==> src/rtl/adder_pkg.sv <==
// Shared types and constants for the digit-serial arithmetic blocks.
package adder_pkg;

   typedef enum logic {S_IDLE, S_RUN} state_e;

   localparam int unsigned DefaultWidth = 16;
   localparam int unsigned DefaultDigit = 4;

   // Number of digit cycles needed to cover a full operand.
   function automatic int unsigned num_digits(input int unsigned width, input int unsigned digit);
      return width / digit;
   endfunction

endpackage

==> src/rtl/serial_adder_n_if.sv <==
// Operand/result bundle for serial_adder_n; master drives operands, slave returns results.
interface serial_adder_n_if
   import adder_pkg::*;
#(
   parameter int unsigned WIDTH = DefaultWidth
);
   logic             start;
   logic             sub;
   logic [WIDTH-1:0] a;
   logic [WIDTH-1:0] b;
   logic             carry_in;
   logic             busy;
   logic             done;
   logic [WIDTH-1:0] sum;
   logic             carry_out;
   logic             overflow;

   modport master (
      output start, sub, a, b, carry_in,
      input  busy, done, sum, carry_out, overflow
   );

   modport slave (
      input  start, sub, a, b, carry_in,
      output busy, done, sum, carry_out, overflow
   );
endinterface

==> src/rtl/digit_adder.sv <==
// DIGIT-bit ripple-carry slice built from fulladder cells.
module digit_adder
   import adder_pkg::*;
#(
   parameter int unsigned DIGIT = DefaultDigit
) (
   input  logic [DIGIT-1:0] a,
   input  logic [DIGIT-1:0] b,
   input  logic             carry_in,
   output logic [DIGIT-1:0] sum,
   output logic             carry_out
);
   logic [DIGIT:0] c;

   assign c[0] = carry_in;

   for (genvar i = 0; i < DIGIT; i++) begin : g_bit
      fulladder u_fa (
         .a_i (a[i]),
         .b_i (b[i]),
         .c_i (c[i]),
         .s_o (sum[i]),
         .c_o (c[i+1])
      );
   end

   assign carry_out = c[DIGIT];
endmodule

==> src/rtl/fulladder.sv <==
// Single-bit full adder cell.
module fulladder (
   input  logic a_i,
   input  logic b_i,
   input  logic c_i,
   output logic s_o,
   output logic c_o
);
   assign s_o = a_i ^ b_i ^ c_i;
   assign c_o = (a_i & b_i) | (c_i & (a_i ^ b_i));
endmodule

==> src/rtl/serial_adder_n.sv <==
// Digit-serial add/subtract unit: WIDTH bits in WIDTH/DIGIT cycles, LS digit first,
// with start/busy/done handshake, raw carry out and two's-complement overflow.
module serial_adder_n
   import adder_pkg::*;
#(
   parameter int unsigned WIDTH = DefaultWidth,
   parameter int unsigned DIGIT = DefaultDigit
) (
   input logic             clk,
   input logic             rst,
   serial_adder_n_if.slave io
);
   localparam int unsigned N       = num_digits(WIDTH, DIGIT);
   localparam int unsigned CntW    = (N > 1) ? $clog2(N) : 1;
   localparam logic [CntW-1:0] CntLast = CntW'(N - 1);

   if (DIGIT < 1 || DIGIT > WIDTH || (WIDTH % DIGIT) != 0) begin : g_param_err
      $error("serial_adder_n: WIDTH must be a positive multiple of DIGIT");
   end

   state_e           state_q, state_d;
   logic [CntW-1:0]  cnt_q, cnt_d;
   logic [WIDTH-1:0] a_q, a_d;
   logic [WIDTH-1:0] beff_q, beff_d;
   logic             carry_q, carry_d;
   logic [WIDTH-1:0] shift_q, shift_d;
   logic [WIDTH-1:0] sum_q, sum_d;
   logic             carry_out_q, carry_out_d;
   logic             overflow_q, overflow_d;
   logic             done_q, done_d;

   logic [DIGIT-1:0] dig_a, dig_b, dig_s;
   logic             dig_co;
   logic [WIDTH-1:0] shifted;

   assign dig_a = a_q[DIGIT*int'(cnt_q) +: DIGIT];
   assign dig_b = beff_q[DIGIT*int'(cnt_q) +: DIGIT];

   digit_adder #(
      .DIGIT (DIGIT)
   ) u_digit (
      .a         (dig_a),
      .b         (dig_b),
      .carry_in  (carry_q),
      .sum       (dig_s),
      .carry_out (dig_co)
   );

   // New digit enters at the MSB end so the last digit lands in place.
   if (DIGIT == WIDTH) begin : g_single
      assign shifted = dig_s;
   end else begin : g_multi
      assign shifted = {dig_s, shift_q[WIDTH-1:DIGIT]};
   end

   always_comb begin
      state_d     = state_q;
      cnt_d       = cnt_q;
      a_d         = a_q;
      beff_d      = beff_q;
      carry_d     = carry_q;
      shift_d     = shift_q;
      sum_d       = sum_q;
      carry_out_d = carry_out_q;
      overflow_d  = overflow_q;
      done_d      = 1'b0;

      unique case (state_q)
         S_IDLE: begin
            if (io.start) begin
               state_d = S_RUN;
               cnt_d   = '0;
               a_d     = io.a;
               beff_d  = io.sub ? ~io.b : io.b;
               carry_d = io.sub ^ io.carry_in;
            end
         end
         S_RUN: begin
            shift_d = shifted;
            carry_d = dig_co;
            cnt_d   = cnt_q + 1'b1;
            if (cnt_q == CntLast) begin
               state_d     = S_IDLE;
               sum_d       = shifted;
               carry_out_d = dig_co;
               overflow_d  = (a_q[WIDTH-1] == beff_q[WIDTH-1]) &&
                             (shifted[WIDTH-1] != a_q[WIDTH-1]);
               done_d      = 1'b1;
            end
         end
         default: state_d = S_IDLE;
      endcase
   end

   always_ff @(posedge clk or posedge rst) begin
      if (rst) begin
         state_q     <= S_IDLE;
         cnt_q       <= '0;
         a_q         <= '0;
         beff_q      <= '0;
         carry_q     <= 1'b0;
         shift_q     <= '0;
         sum_q       <= '0;
         carry_out_q <= 1'b0;
         overflow_q  <= 1'b0;
         done_q      <= 1'b0;
      end else begin
         state_q     <= state_d;
         cnt_q       <= cnt_d;
         a_q         <= a_d;
         beff_q      <= beff_d;
         carry_q     <= carry_d;
         shift_q     <= shift_d;
         sum_q       <= sum_d;
         carry_out_q <= carry_out_d;
         overflow_q  <= overflow_d;
         done_q      <= done_d;
      end
   end

   assign io.busy      = (state_q == S_RUN);
   assign io.done      = done_q;
   assign io.sum       = sum_q;
   assign io.carry_out = carry_out_q;
   assign io.overflow  = overflow_q;
endmodule
==> src/flat_wrapper.sv <==
// flat-port wrapper written by rule: the top's interface ports become plain ports
module serial_adder_n_flat import adder_pkg::*;
#(
   parameter int unsigned WIDTH = DefaultWidth,
   parameter int unsigned DIGIT = DefaultDigit
)
  (clk, rst, io_start, io_sub, io_a, io_b, io_carry_in, io_busy, io_done, io_sum, io_carry_out, io_overflow);
  serial_adder_n_if #(.WIDTH(WIDTH)) io_i ();
  input logic clk;
  input logic rst;
  input wire logic [$bits(io_i.start)-1:0] io_start;
  input wire logic [$bits(io_i.sub)-1:0] io_sub;
  input wire logic [$bits(io_i.a)-1:0] io_a;
  input wire logic [$bits(io_i.b)-1:0] io_b;
  input wire logic [$bits(io_i.carry_in)-1:0] io_carry_in;
  output wire logic [$bits(io_i.busy)-1:0] io_busy;
  output wire logic [$bits(io_i.done)-1:0] io_done;
  output wire logic [$bits(io_i.sum)-1:0] io_sum;
  output wire logic [$bits(io_i.carry_out)-1:0] io_carry_out;
  output wire logic [$bits(io_i.overflow)-1:0] io_overflow;
  assign io_i.start = io_start;
  assign io_i.sub = io_sub;
  assign io_i.a = io_a;
  assign io_i.b = io_b;
  assign io_i.carry_in = io_carry_in;
  assign io_busy = io_i.busy;
  assign io_done = io_i.done;
  assign io_sum = io_i.sum;
  assign io_carry_out = io_i.carry_out;
  assign io_overflow = io_i.overflow;
  serial_adder_n #(.WIDTH(WIDTH), .DIGIT(DIGIT)) u_core (.clk(clk), .rst(rst), .io(io_i));
endmodule
==> config.mk <==
export PLATFORM = sky130hd
export DESIGN_NAME = serial_adder_n_flat
export DESIGN_NICKNAME = d
export VERILOG_FILES = /design/src/rtl/adder_pkg.sv /design/src/rtl/serial_adder_n_if.sv /design/src/rtl/digit_adder.sv /design/src/rtl/fulladder.sv /design/src/rtl/serial_adder_n.sv /design/src/flat_wrapper.sv
export SDC_FILE = /design/constraint.sdc
export NUM_CORES = 1
export LEC_CHECK = 0
export BUFFER_PORTS_ARGS = -buffer_cell sky130_fd_sc_hd__buf_4
export CAP_MARGIN = 20
export CORE_MARGIN = 8
export CORE_UTILIZATION = 55
export CTS_CLUSTER_SIZE = 40
export DETAILED_ROUTE_END_ITERATION = 16
export PLACE_DENSITY = 0.9
export SLEW_MARGIN = 20
export SYNTH_ARGS = -nofsm -noshare
export SYNTH_HDL_FRONTEND = slang
export SYNTH_SLANG_ARGS = --single-unit
==> constraint.sdc <==
create_clock -name clk -period 4.1 [get_ports clk]
set_clock_uncertainty 0.15 [all_clocks]
set_input_delay 1.025 -clock clk [delete_from_list [all_inputs] [get_ports clk]]
set_output_delay 1.025 -clock clk [all_outputs]
set_load 0.02 [all_outputs]
==> results of run 1 <==
-- worst max-delay path, cell delays in order (launching register included) --
cell and delay [ns]:
dfrtp_1 0.49, mux4_2 0.56, fa_1 0.39, inv_1 0.08
fa_1 0.17, inv_1 0.05, fa_1 0.36, inv_1 0.08
fa_1 0.45, or3_1 0.34, a31oi_1 0.18
-- layer usage --
layer,vias to the layer above,global-route usage [%],wire length [µm]
met5,-,0,0
met4,0,6.241,102
met3,8,6.816,421
met2,62,24.42,2870
met1,891,18.82,2553
li1,847,-,-
-- area by class of cell --
class                           instances  share of cell area [%]
Clock inverter                          2                  0.9602
Tap cell                               72                   2.469
Clock buffer                           13                   4.355
Sequential cell                        67                   45.95
Multi-Input combinational cell        127                   33.16
Inverter                                9                  0.9602
Timing Repair Buffer                   59                   12.14
-- path summary, 6_finish.rpt --
path	slack, ns	depth (start not counted)	end	start
max in group asynchronous	2.42	3	u_core.shift_q[4]	rst
min in group asynchronous	0.70	2	u_core.shift_q[15]	rst
hold / removal	0.33	2	u_core.beff_q[4]	u_core.beff_q[4]
hold reg to reg	0.33	2	u_core.beff_q[4]	u_core.beff_q[4]
setup / recovery	0.71	10	u_core.io.overflow	u_core.cnt_q[0]
setup reg to reg	0.71	10	u_core.io.overflow	u_core.cnt_q[0]
-- sequential cells by signal, indices dropped and copies added (netlist names) --
name / cells
u_core.a_q: 16
u_core.beff_q: 16
u_core.io.sum: 16
u_core.shift_q: 12
u_core.cnt_q: 2
u_core.carry_q: 1
u_core.io.busy: 1
u_core.io.carry_out: 1
u_core.io.done: 1
u_core.io.overflow: 1
-- kinds of logic after synthesis --
kind of cell | after synthesis | synth area share, %
AND/OR/NAND/NOR | 30 | 4.189
adder cells (fa/ha/maj) | 5 | 3.069
buffers and inverters | 22 | 4.313
XOR/XNOR | 17 | 4.936
flip-flops | 67 | 55.58
multiplexers | 51 | 23.89
AO/OA/AOI/OAI | 24 | 4.023
-- synthesized netlist by cell type, types with 2 or more instances --
cell / n / area (µm²)
buf_6: 4 / 45.04
mux2i_1: 3 / 30.03
fa_1: 4 / 80.08
o21ai_1: 16 / 80.08
dfrtp_1: 67 / 1677
nor2_1: 4 / 15.01
nand2_1: 21 / 78.83
a21oi_1: 3 / 15.01
mux2_1: 13 / 146.4
mux4_2: 8 / 180.2
buf_4: 2 / 15.01
mux2_4: 16 / 240.2
xnor2_1: 16 / 140.1
o21ai_0: 4 / 20.02
mux2_2: 11 / 123.9
inv_1: 9 / 33.78
buf_2: 5 / 25.02
nand2b_1: 2 / 12.51
-- power groups by stage --
stage / clock network [mW] / logic (mW) / registers [mW]
floorplan: 0 / 0.949 / 1.27
global placement: 0 / 1.35 / 1.22
detailed placement: 0 / 1.42 / 1.25
CTS: 0.551 / 1.43 / 1.24
global route: 0.579 / 1.53 / 1.29
finish: 0.535 / 1.40 / 1.24
-- through the flow --
| step | hold slack [ns] | utilization (%) | area, µm² | worst slack (ns) | total power, mW |
|---|---|---|---|---|---|
| finish | 0.3330 | 67.50 | 3649 | 0.7127 | 3.177 |
| global route | 0.3437 | 67.50 | 3649 | 0.5739 | 3.397 |
| CTS | 0.3375 | 67.48 | 3647 | 0.7029 | 3.218 |
| detailed placement | 0.3216 | 63.89 | 3453 | 0.7239 | 2.663 |
| global placement | 0.3154 | 63.89 | 3453 | 0.8532 | 2.574 |
| floorplan | 0.3003 | - | 3017 | 0.9028 | 2.216 |
==> key figures, run 1 <==
Cells and area
  – Most common cell after layout, fill and taps aside: dfrtp_1
  – Post-layout net count: ~320
  – Share of cells above drive strength 1: 39.35%
  – Multi-input logic area: 0.001210 mm²
  – Filler cells: ~400
  – Non-filler cells, final: roughly 350
  – Most frequent cells in the layout: 67 x dfrtp_1, 59 x buf_4, 21 x nand2_1
  – Register area: 0.001677 mm²
  – # diodes: 0
  – Area grow syn2layout: 20.95%

Logic synthesis
  – Asr flop ratio synth: between 90% and 100%
  – #FFs+latches synth: 67
  – Post-synth EDFFs: 0
  – Dominant synthesized flop cell: dfrtp_1
  – Mean cell area of the mapped netlist: ~14 µm²
  – Library cells used by synthesis: 26
  – Sequential-to-total area share from yosys stat: 55.58%
  – Synthesized Nets: about 260
  – Ys Warns: 0
  – Mapped Area: 0.003017 mm²
  – Mapped Cells: 216

Power
  – Net Sw Power: ~1.1 mW
  – PD cells: between 800 and 900 mW/mm²
  – Internal power: about 2.1 mW
  – Combinational group share of total power: between 40 and 50%
  – Reg power frac: 39.0%
  – P_leak: 1.730 nW
  – Clk pwr share: about 17%
  – Peak VDD IR: about 400 µV
  – Sw frac: about a third

GRT
  – Tot GR Track Use: 15.73%
  – Antenna violations before repair: 0
  – GRT Residual Overflow: 0
  – Largest net degree at the start of global routing: 55
  – First-pass GRT wire length: 10.09 mm
  – Number of global-route vias before repair: 2000

Timing
  – Final Cycle Share: about 83%
  – Unrepaired setup endpoints after global routing: no
  – Slew @ Worst Pin: roughly 1.1 ns
  – Final Max Tran Viols: 0
  – Final setup viols: 0
  – Slew HR: around 28%
  – Setup TNS: 0 ns
  – Fin crit period: 3.387 ns
  – Fmax: slightly below 300 MHz
  – Final Hold Viols: 0

Die
  – I/O pin total: 57
  – Die width: ~90 µm
  – Core area: roughly 0.0054 mm²
  – Initial core utilization: between 50% and 60%
  – # rows: 27
  – Die area: 0.008111 mm²
  – Die H: around 90 µm

Drt
  – Initial DRC count: around 90
  – Total iterations of the first detailed-routing run: 4
  – WL/cell: between 15 and 20 µm
  – Via density: just over 5
  – Routed Antenna Nets: 0
  – Drt total wl: between 5 and 6 mm
  – # DRC: 0
  – Via Count: 1808

Clock network
  – Clock Sinks: 67
  – Total CTS buffers: 9
  – H-tree Lvls: 3
  – Setup bufs post-CTS: 0
  – Clock tree buffer depth: 2
  – CTS clk-pin slew, worst paths: roughly 0.07 ns
  – Hold Buf Count CTS: 0
  – Clock Root Buffer: clkbuf_8
  – CTS tree: yes
  – Clk Latency, worst-skew pair: between 0.3 and 0.4 ns
  – Count of cells resized by post-cts repair: 0

Worst setup path
  – Crit. End Element: flop
  – Worst setup SP type: flop
  – Req. time, crit path: about 4.2 ns
  – Crit path DAT: ~3.5 ns
  – Critical path class: reg2reg
  – Worst Path Max Fanout: 5

Place
  – # port buffers: 56
  – Post-DP HPWL: 4.323 mm
  – Placed Cells: roughly 330
  – Gpl congestion: around 0.82

Flow run
  – Max-cap violations: 0

Hold path
  – Worst min-delay path category: reg2reg

Run status
  – Outcome: complete, no violations
No activity file was read; power rests on OpenSTA's default activity.
==> inputs of run 2 (changes only) <==
- clock period: 4.1 -> 3.4 ns (I/O delays scaled with it)
==> key figures, run 2 (synthesized netlist as in run 1, its figures left out) <==
Clock network
  – Clock Sinks: 67
  – CTS tree: yes
  – Clk Latency, worst-skew pair: ~0.34 ns
  – Hold Buf Count CTS: 0
  – Clock Root Buffer: clkbuf_8
  – Clock tree buffer depth: 2
  – H-tree Lvls: 3
  – Total CTS buffers: 9
  – CTS clk-pin slew, worst paths: 0.07 ns

Worst setup path
  – Reg-to-reg slack, setup: about 0.16 ns
  – Req. time, crit path: 3.52 ns
  – Crit path buffers/inverters: 3
  – Critical path startpoint: u_core.cnt_q[0]
  – Path length in cells of the critical path: 10
  – Delay-heaviest family, CP: adder cells
  – Worst Path Max Fanout: 4
  – R2R cell count: 10
  – Most used cell along the critical path: fa_1
  – Worst path cell trace: mux4_2 -> fa_1 -> inv_1 -> fa_1 -> inv_1 -> fa_1 -> inv_1 -> fa_1 -> or3_1 -> a31oi_1
  – Critical path class: reg2reg
  – Worst setup SP type: flop
  – Crit. End Element: flop
  – Reg2Reg Launch Point: u_core.cnt_q[0]
  – Slowest-stage cell, CP: mux4_2
  – Capturing point of the worst reg2reg path: u_core.io.overflow
  – Crit path DAT: around 3.4 ns
  – Crit path capture: u_core.io.overflow
  – Critical Path Max Stage Delay: ~0.55 ns

Power
  – PD cells: roughly 1100 mW/mm²
  – P_leak: between 1.5 and 2 nW
  – Combinational group share of total power: between 40% and 50%
  – Net Sw Power: about 1.4 mW
  – Internal power: 2.577 mW
  – Reg power frac: between 30% and 40%
  – Clk pwr share: about a fifth
  – Sw frac: around a third
  – Peak VDD IR: between 600 and 700 µV

GRT
  – Largest net degree at the start of global routing: 35
  – GRT Residual Overflow: 0
  – First-pass GRT wire length: ~10 mm
  – Antenna violations before repair: 0
  – Tot GR Track Use: about 16%
  – Number of global-route vias before repair: between 2000 and 2500

Cells and area
  – Area grow syn2layout: 23.02%
  – # diodes: 0
  – Share of cells above drive strength 1: about two fifths
  – Post-layout net count: 319
  – Most frequent cells in the layout: 66 x dfrtp_1, 63 x buf_4, 21 x nand2_1
  – Filler cells: slightly below 400
  – Most common cell after layout, fill and taps aside: dfrtp_1
  – Design area: approximately 0.0037 mm²

Die
  – Initial core utilization: a little under three fifths
  – Core area: about 0.0054 mm²
  – Die H: ~90 µm
  – I/O pin total: between 50 and 60
  – Die area: between 0.008 and 0.009 mm²
  – # rows: 27
  – Die width: ~90 µm

Drt
  – # DRC: 0
  – Total iterations of the first detailed-routing run: 4
  – Via density: about 5.2
  – Drt total wl: between 5 and 6 mm
  – Via Count: around 1800
  – Initial DRC count: 39
  – Routed Antenna Nets: 0
  – WL/cell: roughly 17 µm

Place
  – Placed instance area: 0.003483 mm²
  – # port buffers: 56
  – Post-DP HPWL: around 4.5 mm
  – Gpl congestion: between 0.8 and 0.9

Timing
  – Setup TNS: 0 ns
  – Final Hold Viols: 0
  – Final Max Tran Viols: 0
  – Final Cycle Share: roughly 95%
  – Slew HR: between 40% and 50%
  – Fin crit period: ~3.2 ns
  – Unrepaired setup endpoints after global routing: no
  – Final setup viols: 0
  – Slew @ Worst Pin: just under 0.8 ns
  – Fmax: a little over 300 MHz

Run status
  – Outcome: complete, no violations

Hold path
  – Worst min-delay path category: reg2reg

Flow run
  – Max-cap violations: 0
-- run 2: power by group through the flow --
stage,sequential [mW],combinational (mW),clock [mW]
floorplan,1.53,1.14,0
global placement,1.47,1.66,0
detailed placement,1.50,1.74,0
CTS,1.50,1.75,0.749
global route,1.55,1.90,0.781
finish,1.50,1.72,0.736
-- run 2: worst register-to-register path, cell delays in order, from the launching register on --
cell and delay (ns):
dfrtp_2 0.42, mux4_2 0.55, fa_1 0.41, inv_1 0.08, fa_1 0.16, inv_1 0.05
fa_1 0.35, inv_1 0.07, fa_1 0.46, or3_1 0.32, a31oi_1 0.16
-- run 2: what timing repair did --
action / CTS / global route
setup buffers: 0 / 0
setup endpoints to repair: 0 / 1
gates resized for setup: 0 / 1
-- run 2: worst min-delay path by stage --
stage | start | end | slack [ns] | cells past startpoint
finish | u_core.shift_q[5] | u_core.io.sum[1] | 0.34 | 1
global route | u_core.shift_q[4] | u_core.io.sum[0] | 0.37 | 1
CTS | u_core.beff_q[14] | u_core.beff_q[14] | 0.34 | 2
detailed placement | u_core.io.sum[13] | u_core.io.sum[13] | 0.33 | 2
global placement | u_core.shift_q[7] | u_core.io.sum[3] | 0.31 | 1
floorplan | u_core.beff_q[10] | u_core.beff_q[10] | 0.30 | 2
-- run 2: through the flow --
stage	total power, mW	setup WS, ns	instances	util (%)	hold slack, ns
floorplan	2.672	0.2028	216	-	0.3003
global placement	3.125	0.2160	338	64.44	0.3149
detailed placement	3.248	0.1120	338	64.44	0.3284
CTS	3.999	0.08685	354	68.63	0.3428
global route	4.238	0.04200	354	68.66	0.3668
finish	3.957	0.1576	354	68.66	0.3406
-- run 2: per-layer routing --
layer	global-route usage (%)	wire, µm	part of all wire (%)
met5	0	0	0
met3	7.149	428	7.2
met1	19.01	2576	43
met2	24.11	2792	47
met4	6.796	144	2.4
-- run 2: final cells by class --
| type | count | area, µm² | share of cell area (%) |
|---|---|---|---|
| Inverter | 9 | 33.78 | 0.9103 |
| Tap cell | 72 | 90.09 | 2.428 |
| Clock buffer | 10 | 137.6 | 3.709 |
| Sequential cell | 67 | 1678 | 45.21 |
| Timing Repair Buffer | 63 | 473.0 | 12.74 |
| Multi-Input combinational cell | 127 | 1210 | 32.60 |
| Clock inverter | 6 | 88.84 | 2.394 |
==> inputs of run 3 (changes only) <==
--- a/constraint.sdc
+++ b/constraint.sdc
@@ -4,2 +4,2 @@
 set_output_delay 0.85 -clock clk [all_outputs]
-set_load 0.02 [all_outputs]
+set_load 0.05 [all_outputs]
==> key figures, run 3 (synthesized netlist as in run 1, its figures left out) <==
Run status
  – Outcome: complete, no violations

Hold path
  – Worst min-delay path category: reg2reg

GRT
  – Number of global-route vias before repair: 2071
  – Largest net degree at the start of global routing: 36
  – Tot GR Track Use: 16.25%
  – GRT Residual Overflow: 0
  – First-pass GRT wire length: roughly 11 mm
  – Antenna violations before repair: 0

Worst setup path
  – Crit path DAT: around 3.4 ns
  – Req. time, crit path: 3.51 ns
  – Most used cell along the critical path: fa_1
  – Delay-heaviest family, CP: adder cells
  – Reg-to-reg slack, setup: between 0.15 and 0.2 ns
  – Critical Path Max Stage Delay: 0.53 ns
  – Worst path cell trace: mux4_2 -> fa_1 -> inv_1 -> fa_1 -> inv_1 -> fa_1 -> inv_1 -> fa_1 -> or3_1 -> a31oi_1
  – Crit path buffers/inverters: 3
  – Crit. End Element: flop
  – Worst setup SP type: flop
  – Critical path class: reg2reg
  – Slowest-stage cell, CP: mux4_2
  – Worst Path Max Fanout: 4

Timing
  – Unrepaired setup endpoints after global routing: no
  – Fin crit period: about 3.2 ns
  – Slew @ Worst Pin: between 0.7 and 0.8 ns
  – Final Cycle Share: around 95%
  – Fmax: slightly above 300 MHz
  – Final Max Tran Viols: 0
  – Setup TNS: 0 ns
  – Hold WS: around 0.34 ns
  – Slew HR: 47.39%
  – Final Hold Viols: 0
  – Final setup viols: 0

Cells and area
  – Post-layout net count: roughly 320
  – # diodes: 0
  – Non-filler cells, final: 354
  – Area grow syn2layout: 22.36%
  – Util after Layout: between 60% and 70%
  – Most common cell after layout, fill and taps aside: dfrtp_1
  – Filler cells: 418
  – Share of cells above drive strength 1: around two fifths
  – Most frequent cells in the layout: 66 x dfrtp_1, 63 x buf_4, 21 x nand2_1

Die
  – Die area: around 0.0081 mm²
  – Die H: 90.06 µm
  – Core area: 0.005405 mm²
  – Die width: 90.06 µm
  – Initial core utilization: approximately 56%
  – # rows: 27
  – I/O pin total: 57

Drt
  – # DRC: 0
  – Drt total wl: around 6.1 mm
  – Routed Antenna Nets: 0
  – Via Count: roughly 1800
  – WL/cell: between 15 and 20 µm
  – Total iterations of the first detailed-routing run: 5
  – Initial DRC count: 54
  – Via density: about 5.2

Power
  – Peak VDD IR: about 550 µV
  – Reg power frac: between 30 and 40%
  – Sw frac: between 30% and 40%
  – Total power: roughly 4.2 mW
  – Net Sw Power: 1.612 mW
  – Combinational group share of total power: around 47%
  – Clk pwr share: around 16%
  – PD cells: roughly 1100 mW/mm²
  – Internal power: approximately 2.5 mW
  – P_leak: 1.752 nW

Clock network
  – Count of cells resized by post-cts repair: 0
  – H-tree Lvls: 3
  – Clock Root Buffer: clkbuf_8
  – Total CTS buffers: 9
  – Hold Buf Count CTS: 0
  – Clk Latency, worst-skew pair: between 0.3 and 0.4 ns
  – CTS tree: yes
  – CTS clk-pin slew, worst paths: ~0.070 ns
  – Clock Sinks: 67
  – Clock tree buffer depth: 2
  – Setup bufs post-CTS: 0

Place
  – Placed Cells: ~340
  – Gpl congestion: around 0.8
  – Post-DP HPWL: between 4 and 5 mm
  – # port buffers: 56

Flow run
  – Max-cap violations: 0
[run 3: cell count changes in the layout (fill, tap and decap cells not counted), sizes merged]
cell / change
clkbuf: +5
bufinv: -1
clkinv: -2
clkinvlp: -2
[run 3: layout make-up]
class	count	area [µm²]	share of cell area, %
Inverter	9	33.78	0.9153
Clock buffer	15	176.4	4.780
Tap cell	72	90.09	2.441
Timing Repair Buffer	63	473.0	12.81
Sequential cell	67	1678	45.46
Multi-Input combinational cell	127	1210	32.78
Clock inverter	1	30.03	0.8136
[run 3: path summary, 6_finish.rpt]
path	start	to	cells past startpoint
max in group asynchronous	rst	u_core.cnt_q[0]	3
min in group asynchronous	rst	u_core.io.sum[3]	2
setup reg to reg	u_core.cnt_q[0]	u_core.io.overflow	10
hold reg to reg	u_core.shift_q[4]	u_core.io.sum[0]	1
setup / recovery	u_core.cnt_q[0]	u_core.io.overflow	10
hold / removal	u_core.shift_q[4]	u_core.io.sum[0]	1
[run 3: layer usage]
layer,share of wire [%],GRT usage (%)
met5,0,0
met4,2.6,8.738
met3,5.9,4.738
met2,49,25.83
met1,43,19.51
[run 3: power by group through the flow]
| stage | Sequential, mW | Clock (mW) | Combinational, mW |
|---|---|---|---|
| 6_report | 1.51 | 0.682 | 1.96 |
| 3_5_place_dp | 1.51 | 0 | 1.99 |
| 3_3_place_gp | 1.47 | 0 | 1.92 |
| 2_1_floorplan | 1.79 | 0 | 1.14 |
| 5_1_grt | 1.56 | 0.731 | 2.16 |
| 4_1_cts | 1.50 | 0.697 | 2.00 |
[run 3: worst register-to-register path: stages, from the launching register on]
cell     delay [ns]
dfrtp_2        0.42
mux4_2         0.53
fa_1           0.40
inv_1          0.08
fa_1           0.17
inv_1          0.05
fa_1           0.34
inv_1          0.08
fa_1           0.45
or3_1          0.33
a31oi_1        0.17
[run 3: metrics by stage]
stage / area, µm² / setup WS (ns)
final: 3691 / 0.1597
after global routing: 3691 / 0.01610
after CTS: 3690 / 0.1041
after detailed placement: 3483 / 0.1247
after global placement: 3483 / 0.2205
after floorplan: 3017 / 0.2028
